$ cat config.mk
export PLATFORM = sky130hd
export DESIGN_NAME = fsm_unlock_sequencer
export DESIGN_NICKNAME = d
export VERILOG_FILES = /design/src/rtl/fsm_unlock_pkg.sv /design/src/rtl/fsm_key_store.sv /design/src/rtl/fsm_unlock_sequencer.sv
export SDC_FILE = /design/constraint.sdc
export NUM_CORES = 1
export LEC_CHECK = 0
export ABC_AREA = 1
export CORE_MARGIN = 2
export CORE_UTILIZATION = 31
export DETAILED_ROUTE_END_ITERATION = 7
export GPL_TIMING_DRIVEN = 0
export MAX_ROUTING_LAYER = met4
export PLACE_DENSITY = 0.54
export SLEW_MARGIN = 30
export SYNTH_ARGS = -nofsm -noshare
export SYNTH_HDL_FRONTEND = slang
export SYNTH_HIERARCHICAL = 1
export SYNTH_SLANG_ARGS = --single-unit
$ cat constraint.sdc
create_clock -name clk_i -period 1.5 [get_ports clk_i]
set_clock_uncertainty 0.05 [all_clocks]
set_input_delay 0.3 -clock clk_i [delete_from_list [all_inputs] [get_ports clk_i]]
set_output_delay 0.3 -clock clk_i [all_outputs]
set_load 0.02 [all_outputs]
$ cat src/rtl/fsm_unlock_pkg.sv
// Shared types and defaults for the unlock sequencer: the controller state set,
// the key-line width and the default key length, signature and retry budget.
package fsm_unlock_pkg;
    localparam int LINE_W = 2;
    localparam int KEY_LEN_DEF = 8;
    localparam logic [LINE_W-1:0] EXP_SIG_DEF = 2'b01;
    localparam int MAX_TRY_DEF = 3;

    typedef enum logic [2:0] {
        ST_IDLE,
        ST_KEYING,
        ST_CHECK,
        ST_OPEN,
        ST_FAIL,
        ST_LOCKOUT
    } state_e;
endpackage

$ cat src/rtl/fsm_key_store.sv
// Key register file: KEY_LEN entries of one key step each, one synchronous write
// port and one combinational read port; every entry clears on reset.
module fsm_key_store
    import fsm_unlock_pkg::*;
#(
    parameter int KEY_LEN = KEY_LEN_DEF
) (
    input  logic                       clk_i,
    input  logic                       rst_ni,
    input  logic                       we_i,
    input  logic [$clog2(KEY_LEN)-1:0] waddr_i,
    input  logic [LINE_W-1:0]          wdata_i,
    input  logic [$clog2(KEY_LEN)-1:0] raddr_i,
    output logic [LINE_W-1:0]          rdata_o
);
    logic [LINE_W-1:0] key_q [KEY_LEN];

    genvar gi;
    generate
        for (gi = 0; gi < KEY_LEN; gi++) begin : g_entry
            always_ff @(posedge clk_i or negedge rst_ni) begin
                if (!rst_ni) begin
                    key_q[gi] <= '0;
                end else if (we_i && (int'(waddr_i) == gi)) begin
                    key_q[gi] <= wdata_i;
                end
            end
        end
    endgenerate

    assign rdata_o = key_q[raddr_i];
endmodule

$ cat src/rtl/fsm_unlock_sequencer.sv
// Replays a stored key into a locked FSM, checks its signature, then either hands
// the FSM lines to a user requester or counts a failure towards a permanent lockout.
module fsm_unlock_sequencer
    import fsm_unlock_pkg::*;
#(
    parameter int                KEY_LEN = KEY_LEN_DEF,
    parameter logic [LINE_W-1:0] EXP_SIG = EXP_SIG_DEF,
    parameter int                MAX_TRY = MAX_TRY_DEF
) (
    input  logic                       clk_i,
    input  logic                       rst_ni,
    input  logic                       start_i,
    input  logic                       relock_i,
    input  logic                       key_we_i,
    input  logic [$clog2(KEY_LEN)-1:0] key_addr_i,
    input  logic [LINE_W-1:0]          key_data_i,
    input  logic [LINE_W-1:0]          usr_line_i,
    input  logic                       usr_valid_i,
    input  logic [LINE_W-1:0]          fsm_out_i,
    output logic [LINE_W-1:0]          fsm_line_o,
    output logic                       usr_ready_o,
    output logic                       unlocked_o,
    output logic                       busy_o,
    output logic                       err_o
);
    localparam int AW = $clog2(KEY_LEN);
    localparam int CW = $clog2(MAX_TRY + 1);

    state_e            state_q, state_d;
    logic [AW-1:0]     idx_q, idx_d;
    logic [CW-1:0]     try_q, try_d;
    logic [LINE_W-1:0] line_q, line_d;
    logic [AW-1:0]     rd_addr;
    logic [LINE_W-1:0] key_rd;
    logic              key_wr_en;

    assign key_wr_en = key_we_i
                     && (state_q == ST_IDLE || state_q == ST_FAIL || state_q == ST_OPEN)
                     && (int'(key_addr_i) < KEY_LEN);

    // fsm_line is loaded with the step for the *next* state, so the read address
    // looks one step ahead while keying and at step 0 when a start is accepted.
    assign rd_addr = (state_q == ST_KEYING) ? idx_q + 1'b1 : '0;

    fsm_key_store #(.KEY_LEN(KEY_LEN)) u_key_store (
        .clk_i   (clk_i),
        .rst_ni  (rst_ni),
        .we_i    (key_wr_en),
        .waddr_i (key_addr_i),
        .wdata_i (key_data_i),
        .raddr_i (rd_addr),
        .rdata_o (key_rd)
    );

    always_comb begin
        state_d = state_q;
        idx_d   = idx_q;
        try_d   = try_q;
        line_d  = '0;
        case (state_q)
            ST_IDLE, ST_FAIL: begin
                if (start_i) begin
                    state_d = ST_KEYING;
                    idx_d   = '0;
                    line_d  = key_rd;
                end
            end
            ST_KEYING: begin
                if (int'(idx_q) == KEY_LEN - 1) begin
                    state_d = ST_CHECK;
                end else begin
                    idx_d  = idx_q + 1'b1;
                    line_d = key_rd;
                end
            end
            ST_CHECK: begin
                idx_d = '0;
                if (fsm_out_i == EXP_SIG) begin
                    state_d = ST_OPEN;
                    try_d   = '0;
                end else begin
                    if (int'(try_q) < MAX_TRY) begin
                        try_d = try_q + 1'b1;
                    end
                    state_d = (int'(try_d) >= MAX_TRY) ? ST_LOCKOUT : ST_FAIL;
                end
            end
            ST_OPEN: begin
                if (relock_i) begin
                    state_d = ST_IDLE;
                end else if (usr_valid_i) begin
                    line_d = usr_line_i;
                end
            end
            ST_LOCKOUT: begin
                state_d = ST_LOCKOUT;
            end
            default: begin
                state_d = ST_IDLE;
            end
        endcase
    end

    always_ff @(posedge clk_i or negedge rst_ni) begin
        if (!rst_ni) begin
            state_q <= ST_IDLE;
            idx_q   <= '0;
            try_q   <= '0;
            line_q  <= '0;
        end else begin
            state_q <= state_d;
            idx_q   <= idx_d;
            try_q   <= try_d;
            line_q  <= line_d;
        end
    end

    assign fsm_line_o  = line_q;
    assign usr_ready_o = (state_q == ST_OPEN);
    assign unlocked_o  = (state_q == ST_OPEN);
    assign busy_o      = (state_q == ST_KEYING) || (state_q == ST_CHECK);
    assign err_o       = (state_q == ST_FAIL) || (state_q == ST_LOCKOUT);
endmodule

Word-level counts from Yosys, hierarchy flattened
Index checks and enable logic that the tools add are counted.

operators by class
  bitwise gates (word level) = 1
  order comparisons = 3
  multiplexer cells = 22
  reduce and logical (&&, ||, !) cells = 19
  equal/unequal tests = 18
  add/subtract/negate cells = 2

operator list
  kind                                                             number
  3-bit two-way mux                                                7
  2-bit two-way mux                                                10
  3-bit == test, second input constant                             6
  3-bit case mux with 5 select lines                               1
  3-bit by 2-bit == test with 1-bit output, second input constant  4
  3-bit by 1-bit == test with 1-bit output, second input constant  3
  1-bit logical AND                                                9
  3-bit case mux with 3 select lines                               1
  2-bit inequality test, second input constant                     4
  2-bit binary-select mux with 3-bit select                        1
  3-bit logical NOT                                                2
  2-bit case mux with 3 select lines                               1
  3-bit AND reduction                                              2
  4-bit >= comparator, second input constant                       1
  1-bit logical OR                                                 4
  3-bit NOT with 4-bit output                                      1
  3-bit by 1-bit adder with 3-bit output, second input constant    1
  3-bit nonzero test                                               1
  2-bit by 1-bit adder with 2-bit output, second input constant    1
  2-bit by 1-bit == test with 1-bit output, second input constant  1
  2-bit >= comparator, second input constant                       1
  2-bit less-than comparator, second input constant                1
  2-bit OR reduction                                               1
  1-bit two-way mux                                                1

storage, ports and cells
  logic and storage cells = 77
  input bits = 15
  output and inout bits = 6
  register bits after elaboration = 26

Depth between registers and ports, before layout
  depth after elaboration = 8
  depth in mapped cells = 12
  depth with buffers taken out = 11

By module
The synthesis kept the hierarchy.

modules (own cells, without submodules)
  module                cells each  times used  sequential area each (um2)  area an instance (um2)
  fsm_key_store         121         1           400.4                       849.6
  fsm_unlock_sequencer  81          1           250.2                       604.3

Least setup slack after synthesis
Ideal clock, no wire load.

  path type = flip-flop to flip-flop
  from = register state_q[0]
  to = register u_key_store/key_q[8] (netlist name)
  path buffers = 0
  data required time = 1325 ps
  path slack = -129 ps
  arrival time = 1454 ps
  cell stages (with the launch flop) = 9
  clock period less this slack = 1629 ps
  library setup time = 125 ps
  cells stage by stage = dfrtp_1 > nand2_1 > nor2_1 > o21a_1 > inv_1 > nor2_2 > nand3_1 > nand2_1 > o21ai_1

between the ends
  elaborated cells between the ends (all ways) = 7
  classes of those cells = 2 x eq/ne; 5 x reduce/logical

RTL lines
  element                                   line                         RTL
  start: declaration                        fsm_unlock_sequencer.sv:29   state_e state_q, state_d;
  start signal: assignment                  fsm_unlock_sequencer.sv:111  state_q <= state_d;
  3-bit by 2-bit == test with 1-bit output  n/a
  named net unlocked_o                      fsm_unlock_sequencer.sv:22   output logic unlocked_o,
  1-bit logical OR                          fsm_unlock_sequencer.sv:38   && (state_q == ST_IDLE || state_q == ST_FAIL || state_q == ST_OPEN)
  1-bit logical AND                         fsm_unlock_sequencer.sv:38
  named net key_wr_en                       fsm_unlock_sequencer.sv:35   logic key_wr_en;
  1-bit logical AND                         fsm_key_store.sv:24          end else if (we_i && (int'(waddr_i) == gi)) begin
  end signal: indexed assignment            fsm_key_store.sv:25          key_q[gi] <= wdata_i;
  end: declaration                          fsm_key_store.sv:16          logic [LINE_W-1:0] key_q [KEY_LEN];

The timed path passes the listed nets, and every way through them passes these cells.
A chain may end at the register's enable or synchronous reset.

Worst setup path in the final report
  from = register state_q[1]
  to = register line_q[0], in the netlist fsm_line_o[0]

between the ends
  longest elaborated chain between the ends = 8
  elaborated cells between the ends (all ways) = 13
  classes of those cells = 3 x eq/ne; 7 x mux; 1 x bitwise; 2 x reduce/logical

ends and longest elaborated chain
  element                                                    line                                                    RTL
  3-bit by 1-bit == test with 1-bit output (*)               fsm_unlock_sequencer.sv:43                              assign rd_addr = (state_q == ST_KEYING) ? idx_q + 1'b1 : '0;
  3-bit two-way mux (*)                                      fsm_unlock_sequencer.sv:43
  3-bit NOT with 4-bit output (implied by the code) (*)      fsm_key_store.sv:31                                     assign rdata_o = key_q[raddr_i];
  2-bit binary-select mux with 3-bit select (*)              fsm_key_store.sv:31
  2-bit two-way mux (implied by the code) (*) (2 in series)  fsm_key_store.sv:31
  named net key_rd[0]                                        fsm_unlock_sequencer.sv:34                              logic [LINE_W-1:0] key_rd;
  2-bit two-way mux, on equally long branches                fsm_unlock_sequencer.sv:69, fsm_unlock_sequencer.sv:62
  2-bit case mux with 3 select lines (*)                     fsm_unlock_sequencer.sv:60                              case (state_q)
  named net line_d[0]                                        fsm_unlock_sequencer.sv:32                              logic [LINE_W-1:0] line_q, line_d;
  end signal: assignment                                     fsm_unlock_sequencer.sv:114                             line_q <= line_d;
  end: declaration                                           fsm_unlock_sequencer.sv:32

Mark *: on every way through the listed nets, which the timed path passes. The rest lies on a longest branch. The select of a mux whose other input is x is not followed.

==> results_dict.tcl <==
set metrics [dict create \
    setup_viol 4 \
    yosys.area_share.adder_pct 1.721 \
    drive_gt1_share_pct 26.81 \
    gp_congestion 0.7760 \
    n_fill_cell 461 \
    ant_nets 0 \
    dr.pass1.iters 4 \
    cp-end-kind "flip-flop" \
    finalPower_mw 3.867 \
    initial_core_util_pct 32.71 \
    synthTopCellsByCount "nand2_1, inv_1, dfrtp_1" \
    grt_setup_unrepaired "true" \
    power.leakage_nw 0.9768 \
    synthArstFlopShare_pct 100.0 \
    core_area_um2 4444 \
    synth_top_area_share_pct 44.75 \
    violations "setup timing" \
    synthTopCellsByArea "dfrtp_1, nand2_1, inv_1" \
    area_growth_pct 34.94 \
    r2r-start "state_q[1]" \
    hold_depth 2 \
    required_ps 1660 \
    syn_nets 219 \
    insertion_delay_ps 270 \
    grt_pass1_vias 1273 \
    routed_wl_um 3350 \
    die_y_um 72.49 \
    worst_r2r_endpoint "fsm_line_o[0]" \
    syn_avg_cell_area_um2 7.197 \
    numPortBuffers 20 \
    post_drt_wl_per_cell_um 11.67 \
    hpwlAfterDp_um 2317 \
    drc 0 \
    num_vias 1307 \
    synth_edf_count 0 \
    r2r_cells 13 \
    min-delay-start "idx_q[2]" \
    critPathLaunchType "flip-flop" \
    arrival_ps 1760 \
    clockBufferDepth 2 \
    syn_inst 202 \
    drt-initial-drc-count 52 \
    nNetsFinal 253 \
    path_max_fanout 8 \
    yosys.area_share.simple_pct 33.13 \
    root_buffer "clkbuf_8" \
    via_per_inst 4.554 \
    dieArea_um2 5254 \
    yosysMostFrequentCell "nand2_1" \
    cp-startpoint "state_q[1]" \
    fin_crit_ps 1601 \
    cts_buffers 3 \
    status "finished with violations" \
    vdd_drop_max_mv 0.6715 \
    dieWidth_um 72.49 \
    max-cap-violations 0 \
    netlist_area_um2 1454 \
    antenna_cells 0 \
    grt_pass1_wl_um 5713 \
    tightestPinTransition_ps 607.7 \
    yosys_most_used_dff "dfrtp_1" \
    synth_mux_area_share_pct 0 \
    finalCritPeriodShare_pct 106.7 \
    io_pins 21 \
    synth_xor_area_share_pct 0 \
    cts_tree "done" \
    grt_max_degree 27 \
    track_usage_pct 14.46 \
    yosysWarnings 6 \
    ys_types 22 \
    path_clk_slew_ps 90 \
    ys_seq_area_share_pct 44.75 \
    synth-compound-area-share_pct 9.552 \
    synth_area_leader_cell "dfrtp_1" \
    antenna_found_initial 0 \
    relSlewSlack_pct 59.48 \
    synth_top_family_by_area "simple AND/OR/NAND/NOR gates" \
    rows 24 \
    synth-seq-cells 26 \
    critPathKind "reg2reg" \
    fin_setup_tns_ps -333.6 \
    overflow 0 \
    clkSinkCount 26 \
    hold_class "reg2reg" \
    fmax_ghz 0.6248 \
    hold_violations 0 \
    holdPathEnd "idx_q[2]" \
    slew_viol_final 0 \
    htreeDepth 1 \
    power_density_nw_per_um2 1971 \
    r2r_setup_slack_ps -100 \
    layout_setup_ws_ps -100.6 \
]
==> layout make-up <==
type | count | area, um2 | share of cell area [%]
Buffer | 2 | 18.77 | 0.9566
Clock buffer | 3 | 41.29 | 2.105
Clock inverter | 1 | 30.03 | 1.531
Inverter | 38 | 152.6 | 7.781
Multi-Input combinational cell | 136 | 742.0 | 37.82
Sequential cell | 26 | 653.1 | 33.29
Tap cell | 52 | 65.06 | 3.316
Timing Repair Buffer | 29 | 259.0 | 13.20
==> how the worst max path moves through the flow <==
stage	to	slack (ps)	cells past startpoint
after floorplan	u_key_store/key_q[8]	-10	8
after global placement	u_key_store/key_q[15]	-370	1
after detailed placement	busy_o	-320	4
after CTS	fsm_line_o[0]	-100	13
after global routing	fsm_line_o[0]	-200	13
final	fsm_line_o[0]	-100	13
==> metrics by stage <==
stage          hold WS, ps  instances  setup slack [ps]  util, %  instance area, um2
2_1_floorplan       -45.59        202            -12.93        -                1461
3_3_place_gp         420.8        274            -370.6    38.85                1727
3_5_place_dp         301.1        274            -324.7    38.74                1722
4_1_cts              449.3        286            -100.7    43.16                1918
5_1_grt              476.8        287            -197.8    44.14                1962
6_report             444.8        287            -100.6    44.14                1962
==> kinds of logic (layout without fill, tap and decap cells) <==
kind of cell	count (synthesis)	in the layout
and+or+nand+nor	107	107
DFF	26	26
AOI/OAI and AO/OA	27	27
adders and majority gates	2	2
buffers and inverters	40	73
==> state kept, by name, indices dropped and copies added, names as in the netlist <==
name               flops
idx_q                  3
u_key_store/key_q     16
state_q                3
try_q                  2
fsm_line_o             2
==> cells in the final DEF, fill, tap and decap left out, types with 5 or more instances in the layout <==
cell | netlist | routed
buf_4 | 2 | 8
clkdlybuf4s50_1 | 0 | 13
dfrtp_1 | 26 | 24
inv_1 | 33 | 31
inv_2 | 4 | 5
nand2_1 | 70 | 58
nand2_2 | 1 | 13
nand3_1 | 13 | 10
nor2_2 | 7 | 8
nor2_4 | 1 | 5
o21ai_0 | 5 | 5
o21ai_1 | 15 | 15
==> worst max-delay path, cell delays in order (launching register included) <==
cell     delay [ps]
dfrtp_1         420
buf_6           140
inv_4            50
nand3_4         110
nor2_4          140
buf_6           150
inv_8            50
nand2_2          60
nand3_2          50
nand2_1          70
nand2_1          50
nand2_1          70
nand2_1          60
nand2_1          70
==> timing repair <==
| item | in CTS | in global routing |
|---|---|---|
| setup endpoints to repair | 19 | 24 |
| hold buffers | 1 | 0 |
| gates cloned | 1 | 0 |
| hold endpoints to repair | 16 | 0 |
| resized for setup | 43 | 16 |
| pin swaps | 12 | 9 |
| setup buffers | 6 | 1 |
==> report_power, final <==
part / internal (mW) / switching [mW] / total, mW
registers: 1.02 / 0.178 / 1.20
logic: 0.862 / 1.22 / 2.08
clock network: 0.357 / 0.231 / 0.588
total: 2.24 / 1.63 / 3.87
==> per-layer routing <==
metal	vias up	global-route usage, %	part of all wire, %
met5	-	-	0
met4	0	3.086	0.63
met3	2	3.611	4.3
met2	23	23.65	48
met1	595	18.24	47
li1	687	-	-
(Power assumes the default switching activity.)
